$ cat src/rtl/micro_pc_sequencer.sv
// Microprogram counter with branch/dispatch selection and one-hot step decode T.
// Optional MPC_TRACE_EN adds step_cnt and last_tgt trace outputs.
module micro_pc_sequencer #(
    parameter int MPC_W = 8,
    parameter int T_W   = 256
) (
    input  logic             clk,
    input  logic             rst_n,
    input  logic             hold,
    input  logic             bropr,
    input  logic             bradr,
    input  logic             bruncnd,
    input  logic             brcnd,
    input  logic [15:0]      signals,
    input  logic [MPC_W-1:0] mop,
    input  logic [MPC_W-1:0] madr,
    output logic [MPC_W-1:0] mpc,
    output logic [T_W-1:0]   T,
    output logic             seq_err
`ifdef MPC_TRACE_EN
    ,
    output logic [15:0]      step_cnt,
    output logic [MPC_W-1:0] last_tgt
`endif
);

    logic [MPC_W-1:0] mpc_reg;
    logic [MPC_W-1:0] mpc_next;
    logic [MPC_W-1:0] target;
    logic             seq_err_reg;
    logic             err_now;
    logic             jump;
    logic             multi_src;
    logic             multi_bit;
    logic             incr_path;
    logic [5:0]       tgt_bits;
    logic             unused_reserved;

    assign tgt_bits        = signals[15:10];
    assign unused_reserved = ^signals[9:0];
    assign jump            = bruncnd | brcnd;
    assign multi_src       = (bropr & bradr) | (bropr & jump) | (bradr & jump);
    assign multi_bit       = (tgt_bits & (tgt_bits - 6'd1)) != 6'd0;
    assign incr_path       = ~bropr & ~bradr & ~jump;

    // Highest set bit wins; no bit set falls back to step 0.
    always_comb begin
        target = '0;
        if (tgt_bits[5])      target = MPC_W'(0);
        else if (tgt_bits[4]) target = MPC_W'(8);
        else if (tgt_bits[3]) target = MPC_W'(17);
        else if (tgt_bits[2]) target = MPC_W'(19);
        else if (tgt_bits[1]) target = MPC_W'(41);
        else if (tgt_bits[0]) target = MPC_W'(49);
    end

    always_comb begin
        mpc_next = mpc_reg + MPC_W'(1);
        if (bropr)      mpc_next = mop;
        else if (bradr) mpc_next = madr;
        else if (jump)  mpc_next = target;
    end

    assign err_now = multi_src
                   | (jump & (tgt_bits == 6'd0))
                   | (jump & multi_bit)
                   | (incr_path & (mpc_reg == '1));

    always_ff @(posedge clk) begin
        if (!rst_n) begin
            mpc_reg     <= '0;
            seq_err_reg <= 1'b0;
        end else if (!hold) begin
            mpc_reg     <= mpc_next;
            seq_err_reg <= seq_err_reg | err_now;
        end
    end

    assign mpc     = mpc_reg;
    assign seq_err = seq_err_reg;

    genvar gi;
    generate
        for (gi = 0; gi < T_W; gi++) begin : g_decode
            assign T[gi] = (mpc_reg == MPC_W'(gi));
        end
    endgenerate

`ifdef MPC_TRACE_EN
    logic [15:0]      step_cnt_reg;
    logic [MPC_W-1:0] last_tgt_reg;

    always_ff @(posedge clk) begin
        if (!rst_n) begin
            step_cnt_reg <= '0;
            last_tgt_reg <= '0;
        end else if (!hold) begin
            step_cnt_reg <= step_cnt_reg + 16'd1;
            if (!incr_path)
                last_tgt_reg <= mpc_next;
        end
    end

    assign step_cnt = step_cnt_reg;
    assign last_tgt = last_tgt_reg;
`endif

endmodule

$ cat config.mk
export PLATFORM = sky130hd
export DESIGN_NAME = micro_pc_sequencer
export DESIGN_NICKNAME = d
export VERILOG_FILES = /design/src/rtl/micro_pc_sequencer.sv
export SDC_FILE = /design/constraint.sdc
export NUM_CORES = 1
export LEC_CHECK = 0
export BUFFER_PORTS_ARGS = -buffer_cell sky130_fd_sc_hd__buf_2
export CAP_MARGIN = 20
export CORE_AREA = 2 2 118 120
export CTS_CLUSTER_SIZE = 28
export DETAILED_ROUTE_END_ITERATION = 8
export DIE_AREA = 0 0 120 122
export GPL_TIMING_DRIVEN = 0
export PLACE_DENSITY_LB_ADDON = 0.3
export SLEW_MARGIN = 20
export SYNTH_ARGS = -nofsm -noshare
export SYNTH_HDL_FRONTEND = slang
export SYNTH_SLANG_ARGS = --single-unit
$ cat constraint.sdc
create_clock -name clk -period 2.2 [get_ports clk]
set_clock_uncertainty 0.1 [all_clocks]
set_input_delay 0.33 -clock clk [delete_from_list [all_inputs] [get_ports clk]]
set_output_delay 0.33 -clock clk [all_outputs]
set_load 0.02 [all_outputs]
Word-level counts from Yosys, hierarchy flattened
Index checks and enable logic that the tools add are counted.
{"block": "classes", "add_sub_neg": 2, "n_eq_ne": 255, "n_mux": 9, "n_bitwise": 19, "reduce_logical": 3}
{"cell": "8-bit == test, second input constant", "count": 128}
{"cell": "8-bit by 7-bit == test with 1-bit output, second input constant", "count": 64}
{"cell": "8-bit by 6-bit == test with 1-bit output, second input constant", "count": 32}
{"cell": "8-bit by 5-bit == test with 1-bit output, second input constant", "count": 16}
{"cell": "8-bit by 4-bit == test with 1-bit output, second input constant", "count": 8}
{"cell": "6-bit 2-to-1 mux", "count": 6}
{"cell": "8-bit by 3-bit == test with 1-bit output, second input constant", "count": 4}
{"cell": "8-bit 2-to-1 mux", "count": 3}
{"cell": "8-bit by 2-bit == test with 1-bit output, second input constant", "count": 2}
{"cell": "8-bit by 1-bit adder with 8-bit output, second input constant", "count": 1}
{"cell": "1-bit AND", "count": 8}
{"cell": "8-bit by 1-bit == test with 1-bit output, second input constant", "count": 1}
{"cell": "8-bit zero test", "count": 1}
{"cell": "1-bit OR", "count": 7}
{"cell": "6-bit AND", "count": 1}
{"cell": "6-bit zero test", "count": 1}
{"cell": "6-bit nonzero test", "count": 1}
{"cell": "6-bit by 1-bit subtractor with 6-bit output, second input constant", "count": 1}
{"cell": "1-bit inverter", "count": 3}
{"block": "totals", "register_bits": 9, "input_bits": 39, "output_inout_bits": 265, "word_cells": 290}

Depth between registers and ports, before layout
{"block": "depth", "depth_word": 9, "ltp_mapped": 6, "depth_no_buf": 6}

Least setup slack after synthesis
No wires, ideal clock.
{"block": "synth_timing", "path_type": "register to output", "start": "reg mpc_reg[0] (netlist: mpc[0])", "end": "out T[127]", "arrival_time_ns": 1.788, "required_ns": 1.770, "path_slack_ns": -0.018, "stages_incl_launch_ff": 5, "path_buffers": 0, "path_cell_list": "dfxtp_1 ha_1 nand3_4 or2_1 nor3b_1"}
{"block": "synth_between", "elab_chain_cells": 1}
{"item": "start: declaration", "line_no": "27", "text": "logic [MPC_W-1:0] mpc_reg;"}
{"item": "start signal: assignment", "line_no": "74", "text": "mpc_reg <= mpc_next;"}
{"item": "8-bit by 7-bit == test with 1-bit output", "line_no": "85", "text": "assign T[gi] = (mpc_reg == MPC_W'(gi));"}
{"item": "end: declaration", "line_no": "18", "text": "output logic [T_W-1:0] T,"}
No other way between the ends.

Worst setup path after layout
{"block": "layout_timing", "start": "reg mpc_reg[1] (netlist: mpc[1])", "end": "out T[81]"}
Same word-level chain as after synthesis.

==> out/metrics.yaml <==
pwr:
  power_frac_seq_pct: 20.2
  peakVddDrop_v: 0.000188
  power_leakage_nw: 2.36
  p_per_area_nw_per_um2: 227
  intPower_mw: 0.562
  p_comb_share_pct: 46.5
  power.switching_mw: 0.409
  swShare_pct: 42.2
  clkPwrFrac_pct: 33.3
  finalPower_mw: 0.971
worst_setup_path:
  slowest_delay_ns: 0.35
  rr_startpoint: "mpc[0]"
  reg2reg_depth: 6
  cp_data_arrival_time_ns: 1.77
  r2r_slack_ns: 0.35
  r2r-end: "mpc[6]"
  slowest_stage: "dfxtp_2"
  start_kind: "flip-flop"
  worstPathCellList: "inv_1 -> ha_2 -> nand2_2 -> clkbuf_4 -> nor2_1 -> buf_2"
  required_ns: 1.77
  crit_family: "buffers and inverters"
  critPathCaptureType: "output pin"
  crit_buf_inv: 3
  crit_path_max_fanout: 10
  path_class: "reg2out"
clocking:
  clkTransAtPathRegs_ns: 0.04
  cts_tree: "done"
  clock_path_buffers: 2
  cts.hold.buffers_added: 0
  h-tree-depth: 1
  numCtsBuffers: 3
  cts_sinks: 9
  clk_latency_ns: 0.23
  cts-root-buf: "clkbuf_16"
cells_and_area:
  finalNonFillerCells: 919
  post_route_cells_drive_above_1_share_pct: 53.3
  final_cell_mix: "298 x buf_2, 260 x nor2_1, 16 x nand2_2"
  final_common_cell: "buf_2"
  num_antenna_cells: 0
  synthToLayoutAreaGrowth_pct: 103
  regArea_um2: 194
  fin_nets: 783
  multiInputGateArea_um2: 1980
  fillCellCount: 1599
  largest_reg_flops: 8
place:
  portBuffers: 291
  place_hpwl_um: 11800
  gp_congestion: 0.755
  place_inst: 911
route:
  drc: 0
  vias: 3962
  wire_per_inst_um: 16.5
  antenna_left: 0
  via_per_inst: 4.31
  dr.pass1.iters: 4
  routed_wl_um: 15200
  drt-initial-drc-count: 250
grt:
  grt_pass1_wl_um: 20500
  antenna_found_initial: 0
  grt_pass1_vias: 3243
  overflow: 0
  grt_util_all_layers_pct: 18.2
  grt_start_max_net_pins: 17
floorplanning:
  initial_core_util_pct: 15.6
  die_y_um: 122
  die_w_um: 120
  core_um2: 13500
  ios: 304
  die_area_um2: 14600
  rows: 43
yosys:
  async_reset_ff_share_pct: 0
  synth.net_count: 483
  syn_inst: 440
  ys_types: 42
  yosys_warnings: 0
  synth_ff_type: "dfxtp_1"
  syn_area_um2: 2100
  syn_area_per_cell_um2: 4.78
  seq_area_frac_synth_pct: 8.57
  synth_seq_cells: 9
  synth-edff-count: 0
worst_hold_path:
  hp-class: "in2reg"
  min_from: "madr[3]"
  whs_path_depth: 3
  min_to: "mpc[3]"
status:
  violations: "setup timing"
  status: "complete, but fails checks"
sta:
  hold_ws_ns: 0.312
  rsz0062_at_grt: "true"
  slew_headroom_pct: 67.3
  setup_viol: 1
  hold_viol_final: 0
  setup_slack_ns: -0.00132
  fmax_mhz: 454
  slew_viol_final: 0
  fin_crit_ns: 2.20
  tightestPinTransition_ns: 0.478
  post-route-period-util_pct: 100
job:
  drv_cap: 0
==> worst max-delay path by stage <==
| stage | start | endpoint | cells past startpoint |
|---|---|---|---|
| 2_1_floorplan | mpc[7] | T[224] | 5 |
| 3_3_place_gp | mpc[7] | T[229] | 6 |
| 3_5_place_dp | mpc[0] | T[140] | 6 |
| 4_1_cts | mpc[1] | T[140] | 6 |
| 5_1_grt | mpc[1] | T[188] | 6 |
| 6_report | mpc[1] | T[81] | 6 |
==> area by class of cell <==
cell class / instances / area share [%]
Timing Repair Buffer: 298 / 35.3
Clock buffer: 4 / 1.84
Buffer: 38 / 6.23
Sequential cell: 9 / 4.53
Inverter: 7 / 0.614
Multi-Input combinational cell: 383 / 46.2
Tap cell: 180 / 5.26
==> repair_timing <==
item,CTS,global route
gates cloned,0,1
pin swaps,1,2
resized for setup,94,46
endpoints found under the setup margin,240,205
buffers inserted,1,5
==> power by group through the flow <==
| stage | Sequential [mW] | Clock [mW] | Combinational (mW) |
|---|---|---|---|
| 2_1_floorplan | 0.201 | 0 | 0.217 |
| 5_1_grt | 0.198 | 0.340 | 0.487 |
| 6_report | 0.196 | 0.323 | 0.451 |
| 4_1_cts | 0.195 | 0.329 | 0.420 |
| 3_3_place_gp | 0.188 | 0 | 0.381 |
| 3_5_place_dp | 0.188 | 0 | 0.382 |
==> per-stage QoR <==
step | area (µm²) | setup WS, ns | setup TNS (ns) | util (%)
floorplan | 2110 | 0.0687 | 0 | -
finish | 4280 | -0.00132 | -0.00132 | 31.7
CTS | 4120 | -0.0889 | -1.33 | 30.5
detailed placement | 3790 | -0.250 | -19.42 | 28.1
global route | 4280 | -0.0912 | -3.22 | 31.7
global placement | 3790 | -0.222 | -17.78 | 28.1
==> cells in the mapped netlist (all sizes together), types with 2 or more instances <==
library cell / count / share of area, %
a21boi: 2 / 0.71
a21oi: 10 / 2.4
a221oi: 3 / 1.2
a22o: 2 / 0.83
a22oi: 3 / 1.1
a32o: 2 / 0.95
buf: 5 / 1.6
clkbuf: 36 / 6.4
dfxtp: 9 / 8.6
ha: 4 / 2.4
inv: 7 / 1.2
nand2: 30 / 5.4
nand3: 15 / 4.4
nand3b: 2 / 0.71
nor2: 265 / 48
nor2b: 8 / 2.4
nor3: 6 / 1.4
nor3b: 3 / 1.1
o21a: 2 / 0.71
o21ai: 5 / 1.2
o21bai: 2 / 0.71
o311ai: 2 / 0.83
or2: 3 / 1.0
or3: 2 / 0.59
xor2: 2 / 0.83
==> cells by family after synthesis <==
group                    synth area share, %
AND/OR/NAND/NOR                         65.9
buffers and inverters                   9.28
AO/OA/AOI/OAI                           12.6
flip-flops                              8.57
adder cells (fa/ha/maj)                 2.38
XOR/XNOR                                1.25
==> routing by layer <==
metal  track usage [%]  part of all wire [%]  up-vias
li1                  -                     -     1986
met4              2.50                  0.65        0
met1              24.5                    45     1812
met5                 0                     0        -
met3              3.28                   6.9        6
met2              31.1                    48      158
==> worst register-to-register path, delay by kind of cell (launching register included) <==
| kind | cells | cell delay, ns |
|---|---|---|
| and+or+nand+nor | 3 | 0.81 |
| DFF | 1 | 0.39 |
| AOI/OAI and AO/OA | 2 | 0.28 |
| adders and majority gates | 1 | 0.21 |
Note: power is estimated with default switching activity, not from simulation.
